File: src/rtl/tts_pkg.sv
// Shared definitions for the truth-table sweeper.
package tts_pkg;

   typedef enum logic [1:0] {
      S_IDLE   = 2'd0,
      S_APPLY  = 2'd1,
      S_FINISH = 2'd2
   } state_t;

   localparam int MAX_N_IN = 8;

endpackage

File: src/rtl/sweep_counter.sv
// Vector index and per-vector hold counter for the sweeper.
module sweep_counter #(
   parameter int N_IN        = 4,
   parameter int HOLD_CYCLES = 2
) (
   input  logic            clk,
   input  logic            rst,
   input  logic            clr,
   input  logic            adv,
   output logic [N_IN-1:0] idx,
   output logic            sample,
   output logic            last
);

   localparam int HW = (HOLD_CYCLES > 1) ? $clog2(HOLD_CYCLES) : 1;
   localparam logic [HW-1:0] HOLD_LAST = HW'(HOLD_CYCLES - 1);

   logic [HW-1:0] hold;

   assign sample = (hold == HOLD_LAST);
   assign last   = sample && (&idx);

   always_ff @(posedge clk) begin
      if (rst || clr) begin
         idx  <= '0;
         hold <= '0;
      end else if (adv) begin
         if (sample) begin
            hold <= '0;
            if (!last)
               idx <= idx + 1'b1;
         end else begin
            hold <= hold + 1'b1;
         end
      end
   end

endmodule

File: src/rtl/truth_table_sweeper.sv
// Exhaustive stimulus sweep of a 1-bit combinational DUT with
// truth-table capture and comparison against a golden table.
module truth_table_sweeper
   import tts_pkg::*;
#(
   parameter int N_IN        = 4,
   parameter int HOLD_CYCLES = 2
) (
   input  logic                   clk,
   input  logic                   rst,
   input  logic                   start,
   input  logic [(1<<N_IN)-1:0]   expected,
   output logic [N_IN-1:0]        vec_out,
   input  logic                   f_in,
   output logic                   busy,
   output logic                   done,
   output logic [(1<<N_IN)-1:0]   table_out,
   output logic [N_IN:0]          err_cnt,
   output logic [N_IN-1:0]        first_err_idx,
   output logic                   first_err_vld,
   output logic                   pass
);

   localparam int DEPTH = 1 << N_IN;

   state_t           state;
   logic [DEPTH-1:0] exp_r;
   logic [N_IN-1:0]  idx;
   logic             sample;
   logic             last;
   logic             accept;

   assign accept = (state == S_IDLE) && start;

   sweep_counter #(
      .N_IN        (N_IN),
      .HOLD_CYCLES (HOLD_CYCLES)
   ) u_cnt (
      .clk    (clk),
      .rst    (rst),
      .clr    (accept),
      .adv    (state == S_APPLY),
      .idx    (idx),
      .sample (sample),
      .last   (last)
   );

   always_ff @(posedge clk) begin
      if (rst) begin
         state         <= S_IDLE;
         exp_r         <= '0;
         vec_out       <= '0;
         busy          <= 1'b0;
         done          <= 1'b0;
         table_out     <= '0;
         err_cnt       <= '0;
         first_err_idx <= '0;
         first_err_vld <= 1'b0;
         pass          <= 1'b0;
      end else begin
         done <= 1'b0;
         unique case (state)
            S_IDLE: begin
               if (start) begin
                  exp_r         <= expected;
                  table_out     <= '0;
                  err_cnt       <= '0;
                  first_err_idx <= '0;
                  first_err_vld <= 1'b0;
                  pass          <= 1'b0;
                  vec_out       <= '0;
                  busy          <= 1'b1;
                  state         <= S_APPLY;
               end
            end
            S_APPLY: begin
               if (sample) begin
                  table_out[idx] <= f_in;
                  if (f_in != exp_r[idx]) begin
                     err_cnt <= err_cnt + 1'b1;
                     if (!first_err_vld) begin
                        first_err_idx <= idx;
                        first_err_vld <= 1'b1;
                     end
                  end
                  // Last vector stays on vec_out; no wrap back to 0.
                  if (last)
                     state <= S_FINISH;
                  else
                     vec_out <= idx + 1'b1;
               end
            end
            S_FINISH: begin
               done  <= 1'b1;
               busy  <= 1'b0;
               pass  <= (err_cnt == '0);
               state <= S_IDLE;
            end
            default: state <= S_IDLE;
         endcase
      end
   end

endmodule
File: config.mk
export PLATFORM = sky130hd
export DESIGN_NAME = truth_table_sweeper
export DESIGN_NICKNAME = d
export VERILOG_FILES = /design/src/rtl/tts_pkg.sv /design/src/rtl/sweep_counter.sv /design/src/rtl/truth_table_sweeper.sv
export SDC_FILE = /design/constraint.sdc
export NUM_CORES = 1
export LEC_CHECK = 0
export CAP_MARGIN = 5
export CORE_MARGIN = 5
export CORE_UTILIZATION = 51
export DETAILED_ROUTE_END_ITERATION = 8
export GPL_ROUTABILITY_DRIVEN = 0
export PLACE_DENSITY_LB_ADDON = 0.08
export REMOVE_ABC_BUFFERS = 1
export SLEW_MARGIN = 20
export SYNTH_ARGS = -nofsm -noshare
export SYNTH_HDL_FRONTEND = slang
export SYNTH_SLANG_ARGS = --single-unit
File: constraint.sdc
create_clock -name clk -period 2.9 [get_ports clk]
set_input_delay 0.58 -clock clk [delete_from_list [all_inputs] [get_ports clk]]
set_output_delay 0.58 -clock clk [all_outputs]
set_load 0.1 [all_outputs]
; ---- After elaboration in Yosys (flattened, before gate mapping)
; Cells that the tools add are included.
[word_totals]
regBits = 56
latch_bits = 0
mem_bits_rw = 0
mem_bits_ro = 0
output_inout_bits = 33
wordCells = 77
mem_count = 0
[classes]
add_sub_neg = 3
n_mul = 0
div_mod_pow = 0
order_cmp = 2
eq_ne = 9
shifts = 0
mux = 33
bitwise = 1
reduce_logical = 17
[op_table]
columns = operator, n
row1 = $mux 16, 2
row2 = $pmux 16 s2, 1
row3 = $mux 4, 6
row4 = $bwmux 16, 1
row5 = $pmux 4 s2, 2
row6 = $mux 5, 3
row7 = $ne 2x2->1 const B, 6
row8 = $reduce_and 4->1, 3
row9 = $pmux 5 s2, 1
row10 = $reduce_and 3->1, 3
row11 = $mux 1, 8
row12 = $mux 2, 3
row13 = $pmux 1 s2, 3
row14 = $add 5x1->5 const B, 1
row15 = $logic_not 5->1, 1
row16 = $lt 4x5->1 const B, 1
row17 = $reduce_and 5->1, 1
row18 = $add 4x1->4 const B, 1
row19 = $bmux 1 s4, 1
row20 = $demux 1 s4, 1
row21 = $ge 4x1->1 const B, 1
row22 = $pmux 2 s2, 1
row23 = $reduce_and 2->1, 2
row24 = $reduce_bool 2->1, 2
row25 = other kinds (8), 10

; ---- Depth between registers and ports, before layout
; Gate-level depths: netlist of run 1.
[depth]
ltp_word = 7
depth_mapped = 7
ltp_nobuf = 6

; ---- Modules after synthesis
; From an unflattened synthesis of run 1, not the netlist that was laid out.
[hier_totals]
hier_cells = 307
area_unflattened_um2 = 2617.5
[modules_own_cells]
columns = module, instances, cells_each, area_each_um2
row1 = truth_table_sweeper, 1, 281, 2377.3
row2 = sweep_counter, 1, 26, 240.2

; ---- Worst setup path before layout of run 1
; Ideal clock, no wire load.
[synth_timing]
path_type = register -> register
startpoint = register u_cnt.idx[1]
endpoint = register err_cnt[0]
setup_time_ns = 0.085
arrival_ns = 2.129
t_required_ns = 2.815
setup_slack_ns = 0.687
path_stages_with_launch = 7
period_less_slack_ns = 2.213
path_cell_list = dfxtp_1 buf_6 mux4_2 mux4_2 xnor2_2 or4_1 o31ai_2
[synth_via]
elab_chain_cells = 5
[synth_rtl]
columns = element, line
row1 = start: declaration, sweep_counter.sv:10  ; output logic [N_IN-1:0] idx,
row2 = start signal: assignment, sweep_counter.sv:31  ; idx <= idx + 1'b1;
row3 = $bmux 1 s4, truth_table_sweeper.sv:79  ; if (f_in != exp_r[idx]) begin
row4 = $mux 1 (implied by the code), truth_table_sweeper.sv:79
row5 = $ne 1x1->1, truth_table_sweeper.sv:79
row6 = $ne 2x2->1 (no source line), --
row7 = $reduce_and 4->1 (no source line), --
row8 = end signal: assignment, truth_table_sweeper.sv:80  ; err_cnt <= err_cnt + 1'b1;
row9 = end: declaration, truth_table_sweeper.sv:18  ; output logic [N_IN:0] err_cnt,
; No other way between the ends. The select of a mux whose other input is x is not followed.
; A chain may end at the register's enable or synchronous reset.

; ---- Worst setup path in the final report of run 1
; Ends and elaborated chain as after synthesis.

==> impl_metrics.py, run 1 <==
metrics = {
    "floorplan": {
        "die_h_microns": 83.0,
        "dieArea_sq_um": 6890,
        "ios": 53,
        "coreArea_sq_um": 5140,
        "die_w_microns": 83.0,
        "num_rows": 26,
        "start_util_pct": 52.9,
    },
    "final_layout": {
        "final_util_pct": 62.6,
        "synthToLayoutAreaGrowth_pct": 18.2,
        "nets": 386,
        "postLayoutCellArea_sq_um": 3220,
        "diodes": 0,
        "layout.cells.non_filler": 430,
        "drive_gt1_share_pct": 15.3,
    },
    "grt": {
        "grt_use_total_pct": 18.2,
        "overflow": 0,
        "grt_pass1_vias": 2228,
        "grt_pass1_wl_microns": 10700,
        "antenna_found_initial": 0,
        "grt_max_degree": 36,
    },
    "clock_network": {
        "cts.sinks": 56,
        "ctsHtreeMaxLevel": 2,
        "postCtsSetupRepairBufs": 0,
        "insertion_delay_ns": 0.30,
        "cts_resized": 0,
        "clk_path_buf_depth": 2,
        "cts-hold-fix-buffers": 0,
        "path_clk_slew_ns": 0.10,
        "cts_tree": "done",
        "numCtsBuffers": 5,
        "cts_root_buf": "clkbuf_8",
    },
    "power_and_ir_drop": {
        "swShare_pct": 24.9,
        "p_comb_share_pct": 11.7,
        "power_frac_seq_pct": 56.5,
        "p_leak_nw": 1.16,
        "internal-power_mw": 1.06,
        "power.switching_mw": 0.352,
        "clock_power_share_pct": 31.8,
        "power_density_nw_per_um2": 440,
        "ir_drop_uv": 302,
    },
    "hold_path": {
        "holdPathEnd": "exp_r[13]",
        "holdCritPathClass": "flip-flop to flip-flop",
        "whs_path_depth": 2,
        "min_from": "exp_r[13]",
    },
    "logic_synthesis": {
        "netlist-cell-type-count": 48,
        "syn_area_per_cell_sq_um": 8.29,
        "synthMuxAreaShare_pct": 5.66,
        "synth-compound-area-share_pct": 19.9,
        "yosysSeqAreaShare_pct": 41.2,
        "yosys_warnings": 0,
        "synthCells": 328,
        "synth_top_family_by_area": "simple AND/OR/NAND/NOR gates",
        "synth.cell_area_sq_um": 2720,
        "synth_xor_area_share_pct": 2.85,
        "synthAdderAreaFrac_pct": 2.76,
        "synth-simple-area-share_pct": 21.5,
        "ys_ff_latch": 56,
    },
    "routing": {
        "drc_errors": 0,
        "drt_wl_total_microns": 6070,
        "viasPerCell": 5.47,
        "vias": 2353,
        "drt_iter0_drc": 166,
        "drtPass1Iterations": 4,
        "wl_per_cell_microns": 14.1,
        "ant_nets": 0,
    },
    "worst_setup_path": {
        "rr_endpoint": "err_cnt[0]",
        "critical_path_required_ns": 3.12,
        "cp-end-kind": "flip-flop",
        "path_max_fanout": 12,
        "regToRegStartpoint": "u_cnt.idx[1]",
        "ff2ff_path_depth": 5,
        "path_class": "flip-flop to flip-flop",
        "crit_arrival_ns": 2.89,
        "rrSetupSlack_ns": 0.23,
        "cp-start-kind": "flip-flop",
    },
    "placed_design": {
        "dp_hpwl_microns": 4260,
        "placed_area_sq_um": 3120,
        "port_buffers": 52,
        "placedCellCount": 423,
    },
    "sta": {
        "fin_skew_ns": 0.00866,
        "drv_slew": 0,
        "grt_setup_unrepaired": "false",
        "slew_headroom_pct": 40.2,
        "tightestPinTransition_ns": 0.886,
        "finalHoldViolCount": 0,
        "period_needed_ns": 2.67,
        "holdWs_ns": 0.460,
        "fin_crit_sh_pct": 92.0,
        "fmax_mhz": 375,
        "setup_viol": 0,
        "finalSetupTns_ns": 0,
    },
    "flow_run": {
        "cap_violations": 0,
    },
    "status": {
        "outcome": "completed",
    },
}
[worst max-delay path, stage by stage, from the launching register on]
cell and delay [ns]:
dfxtp_1 0.65, mux4_2 0.58, mux4_2 0.52, xnor2_2 0.47, o21ai_2 0.16, o31ai_2 0.20
[placed cells by master (no fill, tap or decap), types with 6 or more instances in the layout]
master and instances:
a21oi_1 55, buf_4 36, clkbuf_8 7, clkdlybuf4s50_1 18, dfxtp_1 56, ha_1 6, nand2_1 44, nand2b_1 10
nand3_1 20, nor2_1 11, o21ai_0 7, o21ai_1 11, xnor2_1 6
[logic make-up (layout without fill, tap and decap cells)]
logic type	after synthesis	count (layout)
mux	9	9
xor+xnor	8	8
fa+ha+maj	6	6
simple gates	118	118
compound gates	95	95
flops	56	56
buf+inv	36	68
[through the flow]
step,worst slack [ns],power [mW]
after global placement,0.332,0.983
final,0.231,1.42
after floorplan,0.493,0.913
after CTS,0.214,1.43
after detailed placement,0.263,0.984
after global routing,0.0130,1.48
[power by group through the flow]
stage / Clock [mW] / Combinational [mW] / Sequential (mW)
final: 0.450 / 0.166 / 0.800
after CTS: 0.461 / 0.167 / 0.800
after global placement: 0 / 0.165 / 0.818
after global routing: 0.491 / 0.184 / 0.803
after floorplan: 0 / 0.0840 / 0.829
after detailed placement: 0 / 0.166 / 0.818
[worst max path at each step]
stage                       from          to  slack, ns  cells past startpoint
detailed placement  u_cnt.idx[1]  err_cnt[0]       0.26                      5
global placement    u_cnt.idx[1]  err_cnt[0]       0.33                      5
CTS                 u_cnt.idx[1]  err_cnt[0]       0.21                      5
global route        u_cnt.idx[1]  err_cnt[0]       0.01                      5
floorplan           u_cnt.idx[1]  err_cnt[0]       0.49                      5
finish              u_cnt.idx[1]  err_cnt[0]       0.23                      5
[sequential cells by signal (all words and copies together) (netlist names)]
register / cells
state: 2
err_cnt: 5
first_err_idx: 4
u_cnt.idx: 4
pass: 1
table_out: 16
done: 1
exp_r: 16
u_cnt.sample: 1
busy: 1
first_err_vld: 1
vec_out: 4
[Yosys cell counts (all sizes together)]
master	number	area, sq um
a211oi	2	15.0
clkbuf	19	72.6
and3	3	18.8
xnor2	7	68.8
nand3b	1	7.51
a21oi	55	275
o21ai	19	98.8
nand2b	10	62.6
mux4	5	113
dfxtp	56	1120
nand3	20	100
and2	3	18.8
o211ai	5	37.5
nand2	44	165
and3b	1	8.76
nor2b	4	25.0
a22oi	1	7.51
nor2	11	41.3
mux2i	3	30.0
nor4b	1	8.76
a32oi	2	17.5
nor4	1	6.26
a21o	1	7.51
nand4	5	31.3
nand4b	2	17.5
a2bb2oi	1	8.76
or4	1	7.51
or3	4	25.0
a211o	2	17.5
inv	6	22.5
a2111o	1	11.3
buf	11	71.3
o31ai	1	12.5
a31oi	5	31.3
xor2	1	8.76
nor3	5	25.0
mux2	1	11.3
nor4bb	1	10.0
or2	1	6.26
ha	6	75.1
[per-layer routing]
metal / routed length [microns] / track usage, % / share of wire (%) / vias up
li1: - / - / - / 1214
met1: 2910 / 24.0 / 48 / 1089
met2: 2850 / 30.2 / 47 / 44
met3: 231 / 3.27 / 3.8 / 6
met4: 79 / 5.94 / 1.3 / 0
met5: 0 / 0 / 0 / -
[layout make-up]
| type | instances | area [sq um] |
|---|---|---|
| flip-flops and latches | 56 | 1120 |
| inverters | 6 | 22.5 |
| fillers | 474 | 1920 |
| well taps | 70 | 87.6 |
| repair buffers | 55 | 455 |
| multi-input cells | 236 | 1430 |
| clock buffers | 7 | 96.3 |
Power figures use the tool's default switching activity.
==> inputs of run 2 (changes only) <==
- CTS_CLUSTER_DIAMETER: default -> 80
- REMOVE_ABC_BUFFERS: 1 -> default
==> impl_metrics.py, run 2 (synthesized netlist as in run 1, its figures left out) <==
metrics = {
    "routing": {
        "drt_iter0_drc": 203,
        "wl_per_cell_microns": 14.8,
        "drc_errors": 0,
        "ant_nets": 0,
        "drt_wl_total_microns": 6370,
        "drtPass1Iterations": 4,
        "vias": 2426,
        "viasPerCell": 5.66,
    },
    "clock_network": {
        "numCtsBuffers": 5,
        "path_clk_slew_ns": 0.09,
        "cts_root_buf": "clkbuf_8",
        "ctsHtreeMaxLevel": 2,
        "postCtsSetupRepairBufs": 0,
        "cts.sinks": 56,
        "cts_tree": "done",
        "clk_path_buf_depth": 2,
        "insertion_delay_ns": 0.31,
    },
    "final_layout": {
        "diodes": 0,
        "top_regs": "exp_r (16), table_out (16), err_cnt (5)",
        "final_cell_mix": "56 x dfxtp_1, 55 x a21oi_1, 44 x nand2_1",
        "layout.cells.non_filler": 429,
        "final_common_cell": "dfxtp_1",
        "drive_gt1_share_pct": 15.0,
        "nets": 384,
        "postLayoutCellArea_sq_um": 3240,
        "synthToLayoutAreaGrowth_pct": 19.2,
    },
    "placed_design": {
        "placed_area_sq_um": 3100,
        "placedCellCount": 421,
        "port_buffers": 52,
        "dpl_worst_slack_ns": 0.220,
        "dp_hpwl_microns": 4380,
    },
    "power_and_ir_drop": {
        "ir_drop_uv": 302,
        "power_density_nw_per_um2": 470,
        "p_leak_nw": 1.17,
        "p_total_mw": 1.52,
    },
    "grt": {
        "grt_pass1_wl_microns": 10600,
        "grt_pass1_vias": 2238,
        "grt_max_degree": 61,
        "grt_use_total_pct": 18.1,
        "antenna_found_initial": 0,
        "overflow": 0,
    },
    "floorplan": {
        "start_util_pct": 52.9,
        "num_rows": 26,
        "ios": 53,
        "die_h_microns": 83.0,
        "die_w_microns": 83.0,
        "dieArea_sq_um": 6890,
        "coreArea_sq_um": 5140,
    },
    "sta": {
        "setup_viol": 0,
        "finalHoldViolCount": 0,
        "drv_slew": 0,
        "fmax_mhz": 380,
        "fin_skew_ns": 0.00867,
        "fin_ws_ns": 0.270,
        "grt_setup_unrepaired": "false",
        "slew_headroom_pct": 27.2,
        "period_needed_ns": 2.63,
        "finalSetupTns_ns": 0,
        "tightestPinTransition_ns": 1.09,
        "fin_crit_sh_pct": 90.7,
    },
    "flow_run": {
        "cap_violations": 0,
    },
    "hold_path": {
        "holdCritPathClass": "flip-flop to flip-flop",
    },
    "worst_setup_path": {
        "path_class": "flip-flop to flip-flop",
        "cp-end-kind": "flip-flop",
        "path_max_fanout": 12,
        "cp-start-kind": "flip-flop",
        "critical_path_required_ns": 3.12,
        "crit_arrival_ns": 2.85,
    },
    "status": {
        "outcome": "completed",
    },
    "logic_synthesis": {
        "syn_nets": 354,
    },
}
run 2: changes by cell type in the layout (fill, tap and decap cells not counted), sizes merged:
cell    delta
bufinv     +1
buf        -2
run 2: path summary, 6_finish.rpt:
| kind | start | end | slack [ns] | cells after the start |
|---|---|---|---|---|
| hold / removal | exp_r[15] | exp_r[15] | 0.46 | 2 |
| hold reg to reg | exp_r[15] | exp_r[15] | 0.46 | 2 |
| setup / recovery | u_cnt.idx[1] | err_cnt[0] | 0.27 | 5 |
| setup reg to reg | u_cnt.idx[1] | err_cnt[0] | 0.27 | 5 |
run 2: through the flow:
step / hold slack, ns / utilization (%)
finish: 0.462 / 63.1
global placement: 0.444 / 60.4
global route: 0.482 / 63.1
floorplan: 0.433 / -
detailed placement: 0.448 / 60.4
CTS: 0.462 / 62.9
run 2: routing by layer:
layer	global-route usage, %	wire length, microns	vias up
met5	0	0	-
met4	4.01	48	0
met3	4.55	378	5
met2	30.0	3040	71
met1	23.7	2900	1136
li1	-	-	1214
run 2: area by class of cell:
| cell class | count | area, sq um |
|---|---|---|
| clock inverter | 1 | 30.0 |
| fill | 478 | 1900 |
| inverter | 6 | 22.5 |
| timing repair buffer | 53 | 440 |
| sequential | 56 | 1120 |
| clock buffer | 7 | 96.3 |
| tap | 70 | 87.6 |
| multi-input combinational | 236 | 1440 |
run 2: power breakdown:
part	internal (mW)	switching, mW
combinational	0.0641	0.104
clock	0.305	0.249
sequential	0.787	0.0140
total	1.16	0.367
run 2: what timing repair did:
action                     CTS  global route
hold buffers                 0             0
resized for setup            0             1
setup endpoints to repair    0             5
run 2: worst max-delay path, stage by stage, from the launching register on:
cell and delay, ns:
dfxtp_1 0.65, mux4_2 0.60, mux4_2 0.55, xnor2_4 0.22, or4_1 0.45, o31ai_2 0.07
